## config.mk

```make
export PLATFORM = sky130hd
export DESIGN_NAME = id_ex_decode
export DESIGN_NICKNAME = d
export VERILOG_FILES = /design/src/rtl/id_ex_decode.sv
export SDC_FILE = /design/constraint.sdc
export NUM_CORES = 1
export LEC_CHECK = 0
export CAP_MARGIN = 15
export CORE_MARGIN = 2
export CORE_UTILIZATION = 41
export CTS_CLUSTER_SIZE = 28
export DETAILED_ROUTE_END_ITERATION = 8
export GPL_TIMING_DRIVEN = 0
export PLACE_DENSITY = 0.81
export SLEW_MARGIN = 15
export SYNTH_ARGS = -nofsm -noshare
export SYNTH_HDL_FRONTEND = slang
export SYNTH_SLANG_ARGS = --single-unit
```

## constraint.sdc

```tcl
create_clock -name clk -period 3.8 [get_ports clk]
set_input_delay 0.76 -clock clk [delete_from_list [all_inputs] [get_ports clk]]
set_output_delay 0.76 -clock clk [all_outputs]
set_load 0.01 [all_outputs]
```

## src/rtl/id_ex_decode.sv

```systemverilog
// rtl/id_ex_decode.sv - ID/EX pipeline register with MIPS subset decode
module id_ex_decode (
    input  logic        clk,
    input  logic        rst,
    input  logic        id_valid,
    input  logic [31:0] id_instr,
    input  logic [31:0] id_rs_data,
    input  logic [31:0] id_rt_data,
    input  logic        stall,
    input  logic        flush,
    output logic        ex_valid,
    output logic [5:0]  ex_aluc,
    output logic [4:0]  ex_shamt,
    output logic [31:0] ex_a,
    output logic [31:0] ex_b,
    output logic [4:0]  ex_wreg,
    output logic        ex_rf_w,
    output logic        ex_branch,
    output logic        ex_illegal
);

    logic [5:0]  opcode;
    logic [5:0]  funct;
    logic [15:0] imm;

    assign opcode = id_instr[31:26];
    assign funct  = id_instr[5:0];
    assign imm    = id_instr[15:0];

    // decoded fields of the instruction currently in ID
    logic        dec_legal;
    logic        dec_branch;
    logic [5:0]  dec_aluc;
    logic [31:0] dec_b;
    logic [4:0]  dec_wreg;

    // register next-state
    logic        valid_d, illegal_d, branch_d, rf_w_d;
    logic [5:0]  aluc_d;
    logic [4:0]  shamt_d, wreg_d;
    logic [31:0] a_d, b_d;

    // registered state
    logic        valid_q, illegal_q, branch_q, rf_w_q;
    logic [5:0]  aluc_q;
    logic [4:0]  shamt_q, wreg_q;
    logic [31:0] a_q, b_q;

    // opcode/funct decode; control never depends on operand values
    always_comb begin
        dec_legal  = 1'b1;
        dec_branch = 1'b0;
        dec_aluc   = 6'b000000;
        dec_b      = id_rt_data;
        dec_wreg   = id_instr[20:16];
        unique case (opcode)
            6'b000000: begin
                dec_wreg = id_instr[15:11];
                unique case (funct)
                    6'b100001: dec_aluc = 6'b000000;
                    6'b100000: dec_aluc = 6'b000010;
                    6'b100011: dec_aluc = 6'b000001;
                    6'b100010: dec_aluc = 6'b000111;
                    6'b100100: dec_aluc = 6'b000011;
                    6'b100101: dec_aluc = 6'b000100;
                    6'b100110: dec_aluc = 6'b000110;
                    6'b100111: dec_aluc = 6'b000101;
                    6'b000000: dec_aluc = 6'b001000;
                    6'b000010: dec_aluc = 6'b001001;
                    6'b000011: dec_aluc = 6'b001010;
                    6'b000100: dec_aluc = 6'b001011;
                    6'b000110: dec_aluc = 6'b001101;
                    6'b000111: dec_aluc = 6'b001111;
                    6'b001010: dec_aluc = 6'b001110;
                    6'b001011: dec_aluc = 6'b001100;
                    default:   dec_legal = 1'b0;
                endcase
            end
            6'b001001: begin dec_aluc = 6'b000000; dec_b = {{16{imm[15]}}, imm}; end
            6'b001000: begin dec_aluc = 6'b000010; dec_b = {{16{imm[15]}}, imm}; end
            6'b001100: begin dec_aluc = 6'b000011; dec_b = {16'h0000, imm}; end
            6'b001101: begin dec_aluc = 6'b000100; dec_b = {16'h0000, imm}; end
            6'b001110: begin dec_aluc = 6'b000110; dec_b = {16'h0000, imm}; end
            6'b000100: begin
                dec_aluc   = 6'b000001;
                dec_branch = 1'b1;
                dec_wreg   = 5'd0;
            end
            default: dec_legal = 1'b0;
        endcase
    end

    // next-state selection: flush beats stall beats load
    always_comb begin
        valid_d   = 1'b0;
        illegal_d = 1'b0;
        branch_d  = 1'b0;
        rf_w_d    = 1'b0;
        aluc_d    = 6'b000000;
        shamt_d   = 5'd0;
        wreg_d    = 5'd0;
        a_d       = 32'd0;
        b_d       = 32'd0;
        if (flush) begin
            // bubble: all defaults
        end else if (stall) begin
            valid_d   = valid_q;
            illegal_d = illegal_q;
            branch_d  = branch_q;
            rf_w_d    = rf_w_q;
            aluc_d    = aluc_q;
            shamt_d   = shamt_q;
            wreg_d    = wreg_q;
            a_d       = a_q;
            b_d       = b_q;
        end else if (id_valid) begin
            valid_d = 1'b1;
            if (dec_legal) begin
                branch_d = dec_branch;
                rf_w_d   = !dec_branch && (dec_wreg != 5'd0);
                aluc_d   = dec_aluc;
                shamt_d  = id_instr[10:6];
                wreg_d   = dec_wreg;
                a_d      = id_rs_data;
                b_d      = dec_b;
            end else begin
                illegal_d = 1'b1;
            end
        end
    end

    // EX register with asynchronous clear
    always_ff @(posedge clk or posedge rst) begin
        if (rst) begin
            valid_q   <= 1'b0;
            illegal_q <= 1'b0;
            branch_q  <= 1'b0;
            rf_w_q    <= 1'b0;
            aluc_q    <= 6'b000000;
            shamt_q   <= 5'd0;
            wreg_q    <= 5'd0;
            a_q       <= 32'd0;
            b_q       <= 32'd0;
        end else begin
            valid_q   <= valid_d;
            illegal_q <= illegal_d;
            branch_q  <= branch_d;
            rf_w_q    <= rf_w_d;
            aluc_q    <= aluc_d;
            shamt_q   <= shamt_d;
            wreg_q    <= wreg_d;
            a_q       <= a_d;
            b_q       <= b_d;
        end
    end

    assign ex_valid   = valid_q;
    assign ex_illegal = illegal_q;
    assign ex_branch  = branch_q;
    assign ex_rf_w    = rf_w_q;
    assign ex_aluc    = aluc_q;
    assign ex_shamt   = shamt_q;
    assign ex_wreg    = wreg_q;
    assign ex_a       = a_q;
    assign ex_b       = b_q;

endmodule

```

Word level (Yosys, flattened, before mapping)
Cells that the tools add are included.
W data, S select, Z words.
{"block": "totals", "ff_bits": 84, "output_inout_bits": 84}
{"block": "classes", "eq_ne": 22, "mux": 42, "reduce_logical": 9}
{"operator": "$mux W32", "n": 8}
{"operator": "$pmux W32 S2", "n": 1}
{"operator": "$pmux W4 S15", "n": 1}
{"operator": "$eq A6 B6 Y1 const B", "n": 8}
{"operator": "$eq A6 B4 Y1 const B", "n": 7}
{"operator": "$mux W5", "n": 8}
{"operator": "$eq A6 B3 Y1 const B", "n": 4}
{"operator": "$mux W6", "n": 4}
{"operator": "$pmux W4 S6", "n": 1}
{"operator": "$mux W1", "n": 17}
{"operator": "$reduce_or A16 Y1", "n": 1}
{"operator": "$eq A6 B2 Y1 const B", "n": 2}
{"operator": "$logic_not A6 Y1", "n": 2}
{"operator": "$pmux W5 S2", "n": 1}
{"operator": "$reduce_or A6 Y1", "n": 1}
{"operator": "$reduce_bool A5 Y1", "n": 1}
{"operator": "$reduce_or A3 Y1", "n": 1}
{"operator": "$ne A2 B1 Y1 const B", "n": 1}
{"operator": "$pmux W1 S2", "n": 1}
{"operator": "$reduce_or A2 Y1", "n": 1}
{"operator": "$logic_and A1 B1 Y1", "n": 1}
{"operator": "$logic_not A1 Y1", "n": 1}

Logic depth before layout (Yosys ltp)
Gate-level depths: netlist of run 1.
{"block": "logic_depth", "ltp_word": 8, "ltp_mapped": 8, "ltp_nobuf": 5}

Worst setup path after synthesis of run 1
No wires, ideal clock.
{"block": "synth_path", "path_kind": "input port to flip-flop", "from": "in id_instr[28]", "to": "reg b_q[10] (netlist: ex_b[10])", "setup_time_ns": 0.119, "t_arrival_ns": 2.054, "setup_slack_ns": 1.627, "cell_stages": 8, "n_path_buf": 3, "path_cell_list": "buf_2 -> nor2b_4 -> maj3_2 -> a32oi_4 -> nand2b_4 -> buf_8 -> buf_8 -> o21ai_2"}
{"block": "synth_between", "elab_chain_cells": 7}
{"item": "start: declaration", "line_no": "6", "rtl": "input logic [31:0] id_instr,"}
{"item": "$eq A6 B3 Y1 or $eq A6 B4 Y1 (tied branches)", "line_no": "56", "rtl": "unique case (opcode)"}
{"item": "$reduce_or A6 Y1 (no line) (tied with other cells)"}
{"item": "$pmux W1 S2 or $pmux W32 S2 (tied branches)", "line_no": "56"}
{"item": "$mux W32 *", "line_no": "118", "rtl": "if (dec_legal) begin"}
{"item": "$mux W32 *", "line_no": "116", "rtl": "end else if (id_valid) begin"}
{"item": "$mux W32 *", "line_no": "106", "rtl": "end else if (stall) begin"}
{"item": "$mux W32 *", "line_no": "104", "rtl": "if (flush) begin"}
{"item": "end signal: assignment", "line_no": "143", "rtl": "b_q <= 32'd0;"}
{"item": "end signal: assignment", "line_no": "153", "rtl": "b_q <= b_d;"}
{"item": "end: declaration", "line_no": "47", "rtl": "logic [31:0] a_q, b_q;"}
Every way passes the cells marked *; elsewhere a longest branch is shown, timed or not. The select of a mux whose other input is x is not followed.
A chain may end at the register's enable or synchronous reset.

Worst setup path after layout of run 1
{"block": "layout_path", "from": "in id_instr[5]", "to": "reg b_q[8] (netlist: ex_b[8])"}
{"block": "layout_between", "elab_chain_cells": 8}
{"item": "$eq A6 B4 Y1 (tied with other cells)", "line_no": "59", "rtl": "unique case (funct)"}
{"item": "$reduce_or A16 Y1 (no line) *"}
{"item": "$mux W1 *", "line_no": "59"}
{"item": "$pmux W1 S2 *", "line_no": "56"}
{"item": "$mux W32 *", "line_no": "118"}
{"item": "$mux W32 *", "line_no": "116"}
{"item": "$mux W32 *", "line_no": "106"}
{"item": "$mux W32 *", "line_no": "104"}
Marked as above.

==> impl_metrics.csv, run 1 <==
group,metric,value,unit
worst_setup_path,required,4.03,ns
route,routed_wirelength,11.1,mm
yosys,ys_ff_latch,82,
placed_design,place_area,5690,sq um
clock_network,ctsHoldBuffers,0,
layout,final_common_cell,"clkdlybuf4s50_1",
worst_setup_path,cp-start-kind,"input port",
layout,diodes,0,
worst_setup_path,critical_path_class,"in2reg",
clock_network,clockBufferDepth,2,
floorplan,die-area,10000,sq um
sta,finalHoldViolCount,0,
layout,fillCellCount,725,
route,num_vias,3353,
yosys,yosysTopAreaCellShare,0.542,
sta,slew_headroom,0.614,
sta,rsz0062_at_grt,"no",
clock_network,cts_max_level,3,
yosys,synth_area_leaders,"dfrtp_1, a22o_1, mux2i_1, nand2_1, o21ai_2",
yosys,postSynthAreaPerCell,11.1,sq um
yosys,postSynthCellCount,342,
floorplan,start_util,0.415,
floorplan,coreArea,9110,sq um
hold_path,worstHoldPathType,"reg2reg",
route,drt_iter0_markers,86,
yosys,ys_async_sr_fraction,1.00,
pwr,p_per_area,302,nW/um^2
sta,drv_slew,0,
sta,fin_crit_sh,0.661,
layout,fin_nets,629,
global_route,grtUsageMet1,0.295,
clock_network,worstSkewPairLatency,0.35,ns
route,drtPass1Iterations,4,
clock_network,path_clk_slew,0.08,ns
sta,max_freq,0.398,GHz
yosys,synth_area,3780,sq um
layout,drive_gt1_frac,0.113,
yosys,ys.flop_type,"dfrtp_1",
yosys,ys_types,41,
route,drc,0,
route,antenna_left,0,
pwr,p_leak,2.59,nW
pwr,ir_worst_vdd,0.258,mV
layout,fin_area,5890,sq um
global_route,grt_max_degree,44,
placed_design,dp.final_hpwl,8.35,mm
worst_setup_path,cp-end-kind,"flip-flop",
floorplan,die_y,100,um
yosys,synth_edf_count,0,
global_route,grt_usage,0.227,
route,detail_route.vias_per_cell,5.21,
layout,seqCellArea,2050,sq um
yosys,synth_top_area_cell,"dfrtp_1",
worst_setup_path,cp.arrival,2.74,ns
placed_design,portBuffers,173,
sta,period_minus_slack,2.51,ns
outcome,run_status,"complete, no violations",
route,wire_per_inst,17.2,um
floorplan,die_width,100,um
layout,multi_input_area,1530,sq um
layout,final_cell_mix,"clkdlybuf4s50_1, dfrtp_1, nand2_1, a22o_1",
clock_network,cts_inserted_buffers,9,
yosys,yosysWarnings,0,
floorplan,io_pins,185,
global_route,grt_antenna_before_repair,0,
clock_network,clock-sinks,82,
worst_setup_path,cp_slowest_cell,"clkdlybuf4s50_1",
global_route,top_usage_layer,"met2",
worst_setup_path,path_cells,"clkdlybuf4s50_1, clkbuf_1, o21ai_0, a32oi_4, nand2b_4, buf_8, buf_8, o21ai_2",
global_route,grt_pass1_wl,18.0,mm
worst_setup_path,cp_common_cell,"buf_8",
layout,syn2layout_area_growth,55.7,%
sta,fin_skew,0,ns
sta,final.setup.tns,0,ns
sta,finalSetupViolCount,0,
worst_setup_path,crit_path_max_incr_delay,0.48,ns
flow_run,max_cap_violations,0,
global_route,grt_use_met2,0.380,
layout,layoutNonFillerInstCount,644,
clock_network,cts_root_buf,"clkbuf_8",
floorplan,placementRows,35,
global_route,use_met3,0.0543,
global_route,grt_pass1_vias,3529,
clock_network,cts.repair.resized,0,
yosys,yosysSeqAreaShare,0.542,
global_route,grt_overflow_total,0,
placed_design,gp_congestion,0.920,
worst_setup_path,cp_max_fo,10,
sta,tightest_slew,0.578,ns
placed_design,dp.cells,628,
clock_network,post-cts-setup-buffers,0,
clock_network,tritoncts,"done",
[worst max-delay path: cells and delay by family]
family                 cells  cell delay (ns)
buffers and inverters      4             1.13
AOI/OAI and AO/OA          3             0.65
and+or+nand+nor            1             0.20
[kinds of logic after synthesis]
family                   share of synthesized area
AO/OA/AOI/OAI                                0.233
AND/OR/NAND/NOR                              0.112
flip-flops                                   0.542
buffers and inverters                       0.0539
multiplexers                                0.0529
adder cells (fa/ha/maj)                    0.00298
other                                     0.000991
XOR/XNOR                                   0.00232
[cells in the mapped netlist (all sizes together), types with 4 or more instances]
master / n
a22o: 38
o211ai: 4
o21ai: 43
clkbuf: 16
nor2: 7
mux2i: 20
a32o: 5
a21oi: 23
nand2: 47
dfrtp: 82
nor3: 4
nand2b: 4
buf: 15
nor2b: 9
inv: 4
[flip-flops by register name, indices dropped and copies added (netlist names)]
| register | flops |
|---|---|
| ex_a | 32 |
| ex_branch | 1 |
| ex_rf_w | 1 |
| ex_aluc | 4 |
| ex_valid | 1 |
| ex_illegal | 1 |
| ex_b | 32 |
| ex_shamt | 5 |
| ex_wreg | 5 |
[per-layer routing]
metal  wire, um  up-vias
li1           -     1595
met1       4700     1608
met2       5490      139
met3        795       11
met4        121        0
met5          0        -
[final cells by class]
class                   instances  area share
plain buffers                  31      0.0321
well taps                     111      0.0236
clock inverters                 5      0.0106
flip-flops and latches         82       0.348
multi-input cells             226       0.260
repair buffers                174       0.299
clock buffers                  11      0.0240
inverters                       4     0.00297
[power by group]
part	total (W)	leakage, nW	internal, W	switching, W
logic	0.000242	1.35	0.000133	0.000109
registers	0.000883	1.14	0.000879	0.00000402
clock network	0.000653	0.0962	0.000326	0.000328
total	0.00178	2.59	0.00134	0.000441
[through the flow]
step                utilization  setup slack [ns]  hold slack (ns)  total power (W)
detailed placement        0.624             0.948            0.466          0.00114
global placement          0.621            -0.348            0.461          0.00113
CTS                       0.647              1.32            0.486          0.00179
finish                    0.647              1.29            0.479          0.00178
floorplan                     -             0.932            0.511         0.000995
global route              0.647              1.09            0.499          0.00185
[path summary, 6_finish.rpt]
kind	startpoint	end	slack [ns]	depth (start not counted)
worst min register to register	ex_b[10]	ex_b[10]	0.48	2
min in group asynchronous	rst	ex_a[20]	0.80	2
worst min-delay path	ex_b[10]	ex_b[10]	0.48	2
worst max-delay path	id_instr[5]	ex_b[8]	1.29	8
worst max register to register	ex_rf_w	ex_rf_w	3.07	1
max in group asynchronous	rst	ex_b[3]	2.40	3
No activity file was read; power rests on OpenSTA's default activity.
==> inputs of run 2 (changes only) <==
==> constraint.sdc (replaced) <==
create_clock -name clk -period 2.4 [get_ports clk]
set_input_delay 0.48 -clock clk [delete_from_list [all_inputs] [get_ports clk]]
set_output_delay 0.48 -clock clk [all_outputs]
set_load 0.01 [all_outputs]
==> run 2 against run 1 <==
Worst setup slack lost 1.1 ns. Routed wire length is 0.77% lower. Clock power grew 81%. Sequential cell count stayed put. Clock skew did not move. Core utilization increased by 0.45 points. Clock-buffer cell count decreased by 1. Sequential power increased by 59%. Cell count is the same. Critical path type unchanged. Highest routed layer unchanged.
==> impl_metrics.csv, run 2 (synthesis gave the netlist of run 1 again) <==
group,metric,value,unit
worst_setup_path,cp.arrival,2.47,ns
clock_network,worstSkewPairLatency,0.34,ns
clock_network,ctsHoldBuffers,0,
global_route,grt_max_degree,33,
clock_network,cts_root_buf,"clkbuf_8",
layout,fin_nets,630,
sta,final.setup.tns,0,ns
global_route,grt_antenna_before_repair,0,
global_route,grt_overflow_total,0,
clock_network,clockBufferDepth,2,
worst_setup_path,cp-end-kind,"flip-flop",
global_route,grt_pass1_vias,3390,
floorplan,die-area,10000,sq um
route,drc,0,
worst_setup_path,critical_path_class,"in2reg",
floorplan,die_width,100,um
clock_network,post-cts-setup-buffers,0,
worst_setup_path,crit_path_max_incr_delay,0.53,ns
floorplan,coreArea,9110,sq um
route,num_vias,3352,
clock_network,cts_inserted_buffers,9,
layout,final_cell_mix,"clkdlybuf4s50_1, dfrtp_1, nand2_1, a22o_1",
floorplan,placementRows,35,
pwr,p_per_area,499,nW/um^2
placed_design,dp.final_hpwl,8.50,mm
sta,period_minus_slack,2.21,ns
flow_run,max_cap_violations,0,
worst_setup_path,required,2.65,ns
layout,drive_gt1_frac,0.113,
pwr,p_leak,2.61,nW
clock_network,cts.repair.resized,0,
worst_setup_path,cp_max_fo,10,
route,detail_route.vias_per_cell,5.20,
route,wire_per_inst,17.1,um
floorplan,io_pins,185,
floorplan,die_y,100,um
sta,fin_skew,0,ns
outcome,run_status,"complete, no violations",
placed_design,gp_congestion,0.898,
global_route,grt_pass1_wl,17.4,mm
worst_setup_path,cp-start-kind,"input port",
placed_design,portBuffers,173,
layout,final_common_cell,"clkdlybuf4s50_1",
worst_setup_path,path_cells,"clkdlybuf4s50_1, nor2_1, and4_1, clkbuf_1, buf_2, a21oi_1, o21ai_0",
sta,slew_headroom,0.595,
layout,syn2layout_area_growth,56.8,%
worst_setup_path,cp_slowest_cell,"clkdlybuf4s50_1",
sta,fin_crit_sh,0.923,
floorplan,start_util,0.415,
clock_network,tritoncts,"done",
clock_network,clock-sinks,82,
clock_network,path_clk_slew,0.08,ns
sta,drv_slew,0,
route,antenna_left,0,
route,routed_wirelength,11.0,mm
sta,tightest_slew,0.606,ns
global_route,grt_usage,0.221,
layout,diodes,0,
hold_path,worstHoldPathType,"reg2reg",
sta,hold_ws,0.480,ns
sta,finalHoldViolCount,0,
sta,max_freq,0.452,GHz
pwr,ir_worst_vdd,0.307,mV
sta,rsz0062_at_grt,"no",
sta,finalSetupViolCount,0,
route,drtPass1Iterations,4,
route,drt_iter0_markers,74,
clock_network,cts_max_level,3,
## run 2: changes by cell type in the layout (fill, tap and decap cells not counted), sizes merged
cell	before	now
buf	16	17
bufinv	1	3
clkbuf	27	26
clkinv	1	2
clkinvlp	2	1
inv	5	3
## run 2: area by class of cell
class / count / area, sq um
timing repair buffer: 175 / 1770
sequential: 82 / 2050
inverter: 4 / 18.8
clock inverter: 5 / 104
tap: 111 / 139
multi-input combinational: 226 / 1530
buffer: 31 / 189
fill: 740 / 3180
clock buffer: 10 / 128
## run 2: final timing paths
check | startpoint | endpoint | slack, ns | depth (start not counted)
max | id_instr[30] | ex_b[19] | 0.19 | 7
min | ex_b[9] | ex_b[9] | 0.48 | 2
max reg2reg | ex_a[28] | ex_a[28] | 1.66 | 1
min reg2reg | ex_b[9] | ex_b[9] | 0.48 | 2
max in group asynchronous | rst | ex_b[19] | 1.30 | 3
min in group asynchronous | rst | ex_a[23] | 0.55 | 2
## run 2: power breakdown
| part | internal, W | total, W | switching [W] |
|---|---|---|---|
| clock | 0.000687 | 0.00118 | 0.000492 |
| combinational | 0.000213 | 0.000386 | 0.000173 |
| sequential | 0.00139 | 0.00140 | 0.00000613 |
## run 2: per-stage QoR
stage / utilization / setup WS, ns / std cells / area, sq um / power, W
floorplan: - / 0.507 / 343 / 3790 / 0.00158
global placement: 0.622 / -0.100 / 627 / 5660 / 0.00180
detailed placement: 0.626 / -0.209 / 629 / 5700 / 0.00181
CTS: 0.651 / 0.141 / 644 / 5930 / 0.00300
global route: 0.651 / 0.0269 / 644 / 5930 / 0.00309
finish: 0.651 / 0.185 / 644 / 5930 / 0.00296
## run 2: metal layers
| layer | global-route usage | up-vias | part of all wire |
|---|---|---|---|
| li1 | - | 1596 | - |
| met1 | 0.281 | 1599 | 0.41 |
| met2 | 0.375 | 146 | 0.49 |
| met3 | 0.0724 | 11 | 0.087 |
| met4 | 0.0421 | 0 | 0.010 |
| met5 | 0 | - | 0 |
## run 2: critical path, delay by kind of cell
family	cells	cell delay (ns)
AND/OR/NAND/NOR	2	0.65
buffers and inverters	3	1.09
AO/OA/AOI/OAI	2	0.24
